### src/rtl/serdes_pkg.sv
// rtl/serdes_pkg.sv - shared types and constants for the framed serial link
package serdes_pkg;

    // Frame sequencing states shared by serializer and deserializer.
    typedef enum logic [2:0] {
        IDLE  = 3'd0,
        ARMED = 3'd1,
        HDR   = 3'd2,
        DATA  = 3'd3,
        GAP   = 3'd4
    } serdes_state_e;

    // Two-bit '11' header precedes every payload.
    localparam logic [1:0] HDR_PATTERN = 2'b11;
    localparam int HDR_LEN = 2;

    localparam int DEF_DATA_W   = 32;
    localparam int DEF_DIV      = 8;
    localparam int DEF_GAP_BITS = 2;

    function automatic int max_int(input int a, input int b);
        return (a > b) ? a : b;
    endfunction

endpackage

### src/rtl/bit_tick_gen.sv
// rtl/bit_tick_gen.sv - free-running divider producing a one-cycle bit tick
// Ports: clk, rst_n (async active-low), tick (high in the last cycle of each bit-period).
module bit_tick_gen
    import serdes_pkg::*;
#(
    parameter int DIV = DEF_DIV
) (
    input  logic clk,
    input  logic rst_n,
    output logic tick
);

    localparam int CNT_W = $clog2(DIV);
    localparam logic [CNT_W-1:0] LAST = CNT_W'(DIV - 1);

    logic [CNT_W-1:0] div_cnt_q;
    logic [CNT_W-1:0] div_cnt_d;

    always_comb begin
        div_cnt_d = (div_cnt_q == LAST) ? '0 : div_cnt_q + 1'b1;
    end

    always_ff @(posedge clk or negedge rst_n) begin
        if (!rst_n) begin
            div_cnt_q <= '0;
        end else begin
            div_cnt_q <= div_cnt_d;
        end
    end

    assign tick = (div_cnt_q == LAST);

endmodule

### src/rtl/serializer_tx.sv
// rtl/serializer_tx.sv - parallel word to framed serial bitstream transmitter
// Ports: clk, rst_n (async active-low), data_in/in_valid/in_ready (word handshake),
//        data_out (registered serial line), busy (frame in progress), frame_done (1-cycle pulse).
module serializer_tx
    import serdes_pkg::*;
#(
    parameter int DATA_W   = DEF_DATA_W,
    parameter int DIV      = DEF_DIV,
    parameter int GAP_BITS = DEF_GAP_BITS
) (
    input  logic              clk,
    input  logic              rst_n,
    input  logic [DATA_W-1:0] data_in,
    input  logic              in_valid,
    output logic              in_ready,
    output logic              data_out,
    output logic              busy,
    output logic              frame_done
);

    localparam int CNT_W = $clog2(max_int(DATA_W, GAP_BITS) + 1);
    localparam logic [CNT_W-1:0] LAST_BIT = CNT_W'(DATA_W - 1);
    localparam logic [CNT_W-1:0] GAP_END  = CNT_W'(GAP_BITS);

    serdes_state_e     state_q, state_d;
    logic [CNT_W-1:0]  bit_cnt_q, bit_cnt_d;
    logic [DATA_W-1:0] shift_q, shift_d;
    logic              data_out_q, data_out_d;
    logic              frame_done_q, frame_done_d;
    logic              tick;

    bit_tick_gen #(.DIV(DIV)) u_tick (
        .clk   (clk),
        .rst_n (rst_n),
        .tick  (tick)
    );

    assign in_ready   = rst_n && (state_q == IDLE);
    assign busy       = (state_q != IDLE);
    assign data_out   = data_out_q;
    assign frame_done = frame_done_q;

    always_comb begin
        state_d      = state_q;
        bit_cnt_d    = bit_cnt_q;
        shift_d      = shift_q;
        data_out_d   = data_out_q;
        frame_done_d = 1'b0;

        case (state_q)
            IDLE: begin
                data_out_d = 1'b0;
                bit_cnt_d  = '0;
                if (in_valid && in_ready) begin
                    shift_d = data_in;
                    state_d = ARMED;
                end
            end
            // Waits for the first tick strictly after acceptance, so an
            // acceptance on a tick edge still gets a full first bit-period.
            ARMED: begin
                if (tick) begin
                    data_out_d = HDR_PATTERN[1];
                    state_d    = HDR;
                end
            end
            HDR: begin
                if (tick) begin
                    data_out_d = HDR_PATTERN[0];
                    bit_cnt_d  = '0;
                    state_d    = DATA;
                end
            end
            DATA: begin
                if (tick) begin
                    data_out_d = shift_q[DATA_W-1];
                    shift_d    = shift_q << 1;
                    if (bit_cnt_q == LAST_BIT) begin
                        bit_cnt_d = '0;
                        state_d   = GAP;
                    end else begin
                        bit_cnt_d = bit_cnt_q + 1'b1;
                    end
                end
            end
            // GAP_BITS zero periods are driven; the tick after the last one
            // closes the frame, hence the compare against GAP_BITS itself.
            GAP: begin
                if (tick) begin
                    data_out_d = 1'b0;
                    if (bit_cnt_q == GAP_END) begin
                        bit_cnt_d    = '0;
                        frame_done_d = 1'b1;
                        state_d      = IDLE;
                    end else begin
                        bit_cnt_d = bit_cnt_q + 1'b1;
                    end
                end
            end
            default: begin
                state_d    = IDLE;
                data_out_d = 1'b0;
                bit_cnt_d  = '0;
            end
        endcase
    end

    always_ff @(posedge clk or negedge rst_n) begin
        if (!rst_n) begin
            state_q      <= IDLE;
            bit_cnt_q    <= '0;
            shift_q      <= '0;
            data_out_q   <= 1'b0;
            frame_done_q <= 1'b0;
        end else begin
            state_q      <= state_d;
            bit_cnt_q    <= bit_cnt_d;
            shift_q      <= shift_d;
            data_out_q   <= data_out_d;
            frame_done_q <= frame_done_d;
        end
    end

endmodule

### config.mk
export PLATFORM = sky130hd
export DESIGN_NAME = serializer_tx
export DESIGN_NICKNAME = d
export VERILOG_FILES = /design/src/rtl/serdes_pkg.sv /design/src/rtl/bit_tick_gen.sv /design/src/rtl/serializer_tx.sv
export SDC_FILE = /design/constraint.sdc
export NUM_CORES = 1
export LEC_CHECK = 0
export CAP_MARGIN = 25
export CORE_MARGIN = 2
export CORE_UTILIZATION = 45
export CTS_CLUSTER_SIZE = 16
export DETAILED_ROUTE_END_ITERATION = 16
export PLACE_DENSITY = 0.69
export RECOVER_POWER = 50
export SLEW_MARGIN = 5
export SYNTH_ARGS = -nofsm -noshare
export SYNTH_HDL_FRONTEND = slang
export SYNTH_SLANG_ARGS = --single-unit
### constraint.sdc
create_clock -name clk -period 2.4 [get_ports clk]
set_input_delay 0.6 -clock clk [delete_from_list [all_inputs] [get_ports clk]]
set_output_delay 0.6 -clock clk [all_outputs]
set_load 0.02 [all_outputs]
==> results.py <==
metrics = {
    "status": {
        "status": "finished, final reports clean",
    },
    "synthesis": {
        "async_flop_share_pct": 100,
        "ys_types": 45,
        "synth_most_common_cell": "nand2_1",
        "synth_common_cells": "nand2_1, dfrtp_1, nor2_1, a31oi_2, o21ai_0",
        "seq_area_frac_synth_pct": 45.8,
        "ys_seq_elements": 46,
        "synth_edf_count": 0,
        "synth_nets": 296,
        "netlist_area_sq_um": 2510,
        "yosys-top-cells-area": "dfrtp_1, a31oi_2, nand2_1",
        "ys.flop_type": "dfrtp_1",
        "synthCells": 257,
        "synth_area_per_cell_sq_um": 9.78,
        "yosys_warnings": 0,
        "yosys.area.top_type": "dfrtp_1",
        "synth_top_cell_area_share_pct": 45.8,
    },
    "timing": {
        "final-setup-viol-count": 0,
        "clock.fmax_ghz": 0.447,
        "slew_violations": 0,
        "finalCritPeriodShare_pct": 93.3,
        "worst_pin_slew_ps": 1110,
        "fin_tns_setup_ps": 0,
        "timing_hold_violations_final": 0,
        "clock_skew_ps": 6.56,
        "period_needed_ps": 2240,
        "max-slew-margin-rel_pct": 26.0,
        "rsz0062_at_grt": "false",
        "holdWs_ps": 429,
    },
    "floorplanning": {
        "rows": 27,
        "core_area_sq_um": 5440,
        "die_area_sq_um": 6200,
        "start_util_pct": 46.2,
        "die_y_um": 78.7,
        "die_w_um": 78.7,
        "io_pins": 39,
    },
    "place": {
        "gp_congestion": 0.797,
        "placed_area_sq_um": 2920,
        "port_buffers": 38,
        "dp_hpwl_um": 3100,
    },
    "route": {
        "ant_nets": 0,
        "routed_wl_um": 4540,
        "wl_per_cell_um": 12.4,
        "dr.pass1.iters": 4,
        "drt_iter0_markers": 117,
        "num_vias": 1898,
        "drc": 0,
        "via_per_inst": 5.20,
    },
    "global_routing": {
        "grt-ovfl-total": 0,
        "antenna_found_initial": 0,
        "use_met1_pct": 22.0,
        "globalRoute.busiestLayer": "met2",
        "grt_pass1_vias": 1690,
        "track_usage_pct": 15.8,
        "grt_max_degree": 65,
        "grtUsageMet3_pct": 3.75,
        "gr-usage-met2_pct": 24.9,
        "grt_pass1_wl_um": 7790,
    },
    "cts": {
        "clk_path_buf_depth": 2,
        "clockRootBuffer": "clkbuf_8",
        "clock-sinks": 46,
        "clk_pin_slew_worst_paths_ps": 80,
        "hold_buffers": 0,
        "cts_inserted_buffers": 5,
        "cts_tree": "yes",
        "insertion_delay_ps": 300,
        "cts.htree.levels": 2,
    },
    "worst_setup_path": {
        "worst_ep_required_time_ps": 1800,
        "critical-path-top-delay-family": "buffers and inverters",
        "crit_arrival_ps": 1640,
        "crit_fanout": 3,
        "worstSetupPathType": "reg2out",
        "critPathMaxStageDelay_ps": 550,
        "crit_chain": "or3_4, clkdlybuf4s50_1",
        "start_kind": "flop",
        "crit_buf_inv": 1,
        "slowest_stage": "clkdlybuf4s50_1",
        "cp-end-kind": "output pin",
    },
    "finish": {
        "multiInputGateArea_sq_um": 1200,
        "drive_gt1_share_pct": 17.1,
        "nFillCells": 469,
        "nets": 331,
        "utilization_pct": 55.5,
        "syn2layout_area_growth_pct": 20.2,
        "n_antenna_cell": 0,
        "regArea_sq_um": 1150,
        "fin_area_sq_um": 3020,
    },
    "power_and_ir_drop": {
        "vdd_drop_max_v": 0.000317,
        "p_leak_nw": 1.20,
        "p_per_area_nw_per_um2": 492,
        "total_power_mw": 1.48,
    },
    "job": {
        "cap_violations": 0,
    },
    "min_path": {
        "hold_path.class": "reg2reg",
    },
}
## state kept, by name, summed over array words and instances (netlist names)
signal / count
shift_q: 32
frame_done: 1
state_q: 3
data_out: 1
bit_cnt_q: 6
u_tick.div_cnt_q: 3
## per-stage QoR
stage | std cells | worst slack, ps
after floorplan | 257 | 590
after global placement | 357 | 310
after detailed placement | 357 | 307
after CTS | 365 | 139
after global routing | 365 | 98.5
final | 365 | 161
## routing by layer
layer	share of wire [%]	routed length, um
met5	0	0
met4	1.1	48
met3	3.4	154
met2	47	2150
met1	48	2200
## worst paths after layout
kind	startpoint	endpoint	slack, ps	cells past startpoint
max in group asynchronous	rst_n	shift_q[8]	960	2
worst min-delay path	u_tick.div_cnt_q[0]	u_tick.div_cnt_q[0]	430	1
worst min register to register	u_tick.div_cnt_q[0]	u_tick.div_cnt_q[0]	430	1
worst max-delay path	state_q[0]	busy	160	2
worst max register to register	u_tick.div_cnt_q[0]	bit_cnt_q[3]	390	6
min in group asynchronous	rst_n	bit_cnt_q[3]	760	2
## layout make-up
cell class                      instances  area share, %
Clock buffer                            8           3.65
Inverter                                5          0.621
Multi-Input combinational cell        187           39.7
Sequential cell                        46           38.1
Tap cell                               72           2.98
Timing Repair Buffer                   47           14.9
## layout by cell type (no fill, tap or decap), drive strengths merged, types with 3 or more instances in the layout
cell           Yosys  layout
a31oi             32      32
dfrtp             46      46
nor2              37      37
nor2b              3       3
ha                 4       4
clkdlybuf4s50      0      36
inv                5       5
o21ai              9       9
buf               10       8
clkbuf             9      10
nand2             69      69
## power breakdown
group	switching, mW	total (mW)	internal (mW)
registers	0.0128	0.812	0.799
clock network	0.259	0.550	0.291
logic	0.0496	0.123	0.0735
## repair_timing
action                     CTS  global route
setup endpoints to repair    1             0
gates resized for setup      1             0
buffers inserted             0             0
hold endpoints to repair     0             0
## logic make-up (layout without fill, tap and decap cells)
| family | count (synthesis) | after routing | synth area share, % |
|---|---|---|---|
| and+or+nand+nor | 124 | 124 | 21.2 |
| AOI/OAI and AO/OA | 58 | 58 | 24.2 |
| DFF | 46 | 46 | 45.8 |
| buffers and inverters | 24 | 60 | 6.42 |
| adders and majority gates | 4 | 4 | 1.99 |
| muxes | 1 | 1 | 0.398 |
Note: power is estimated with default switching activity, not from simulation.
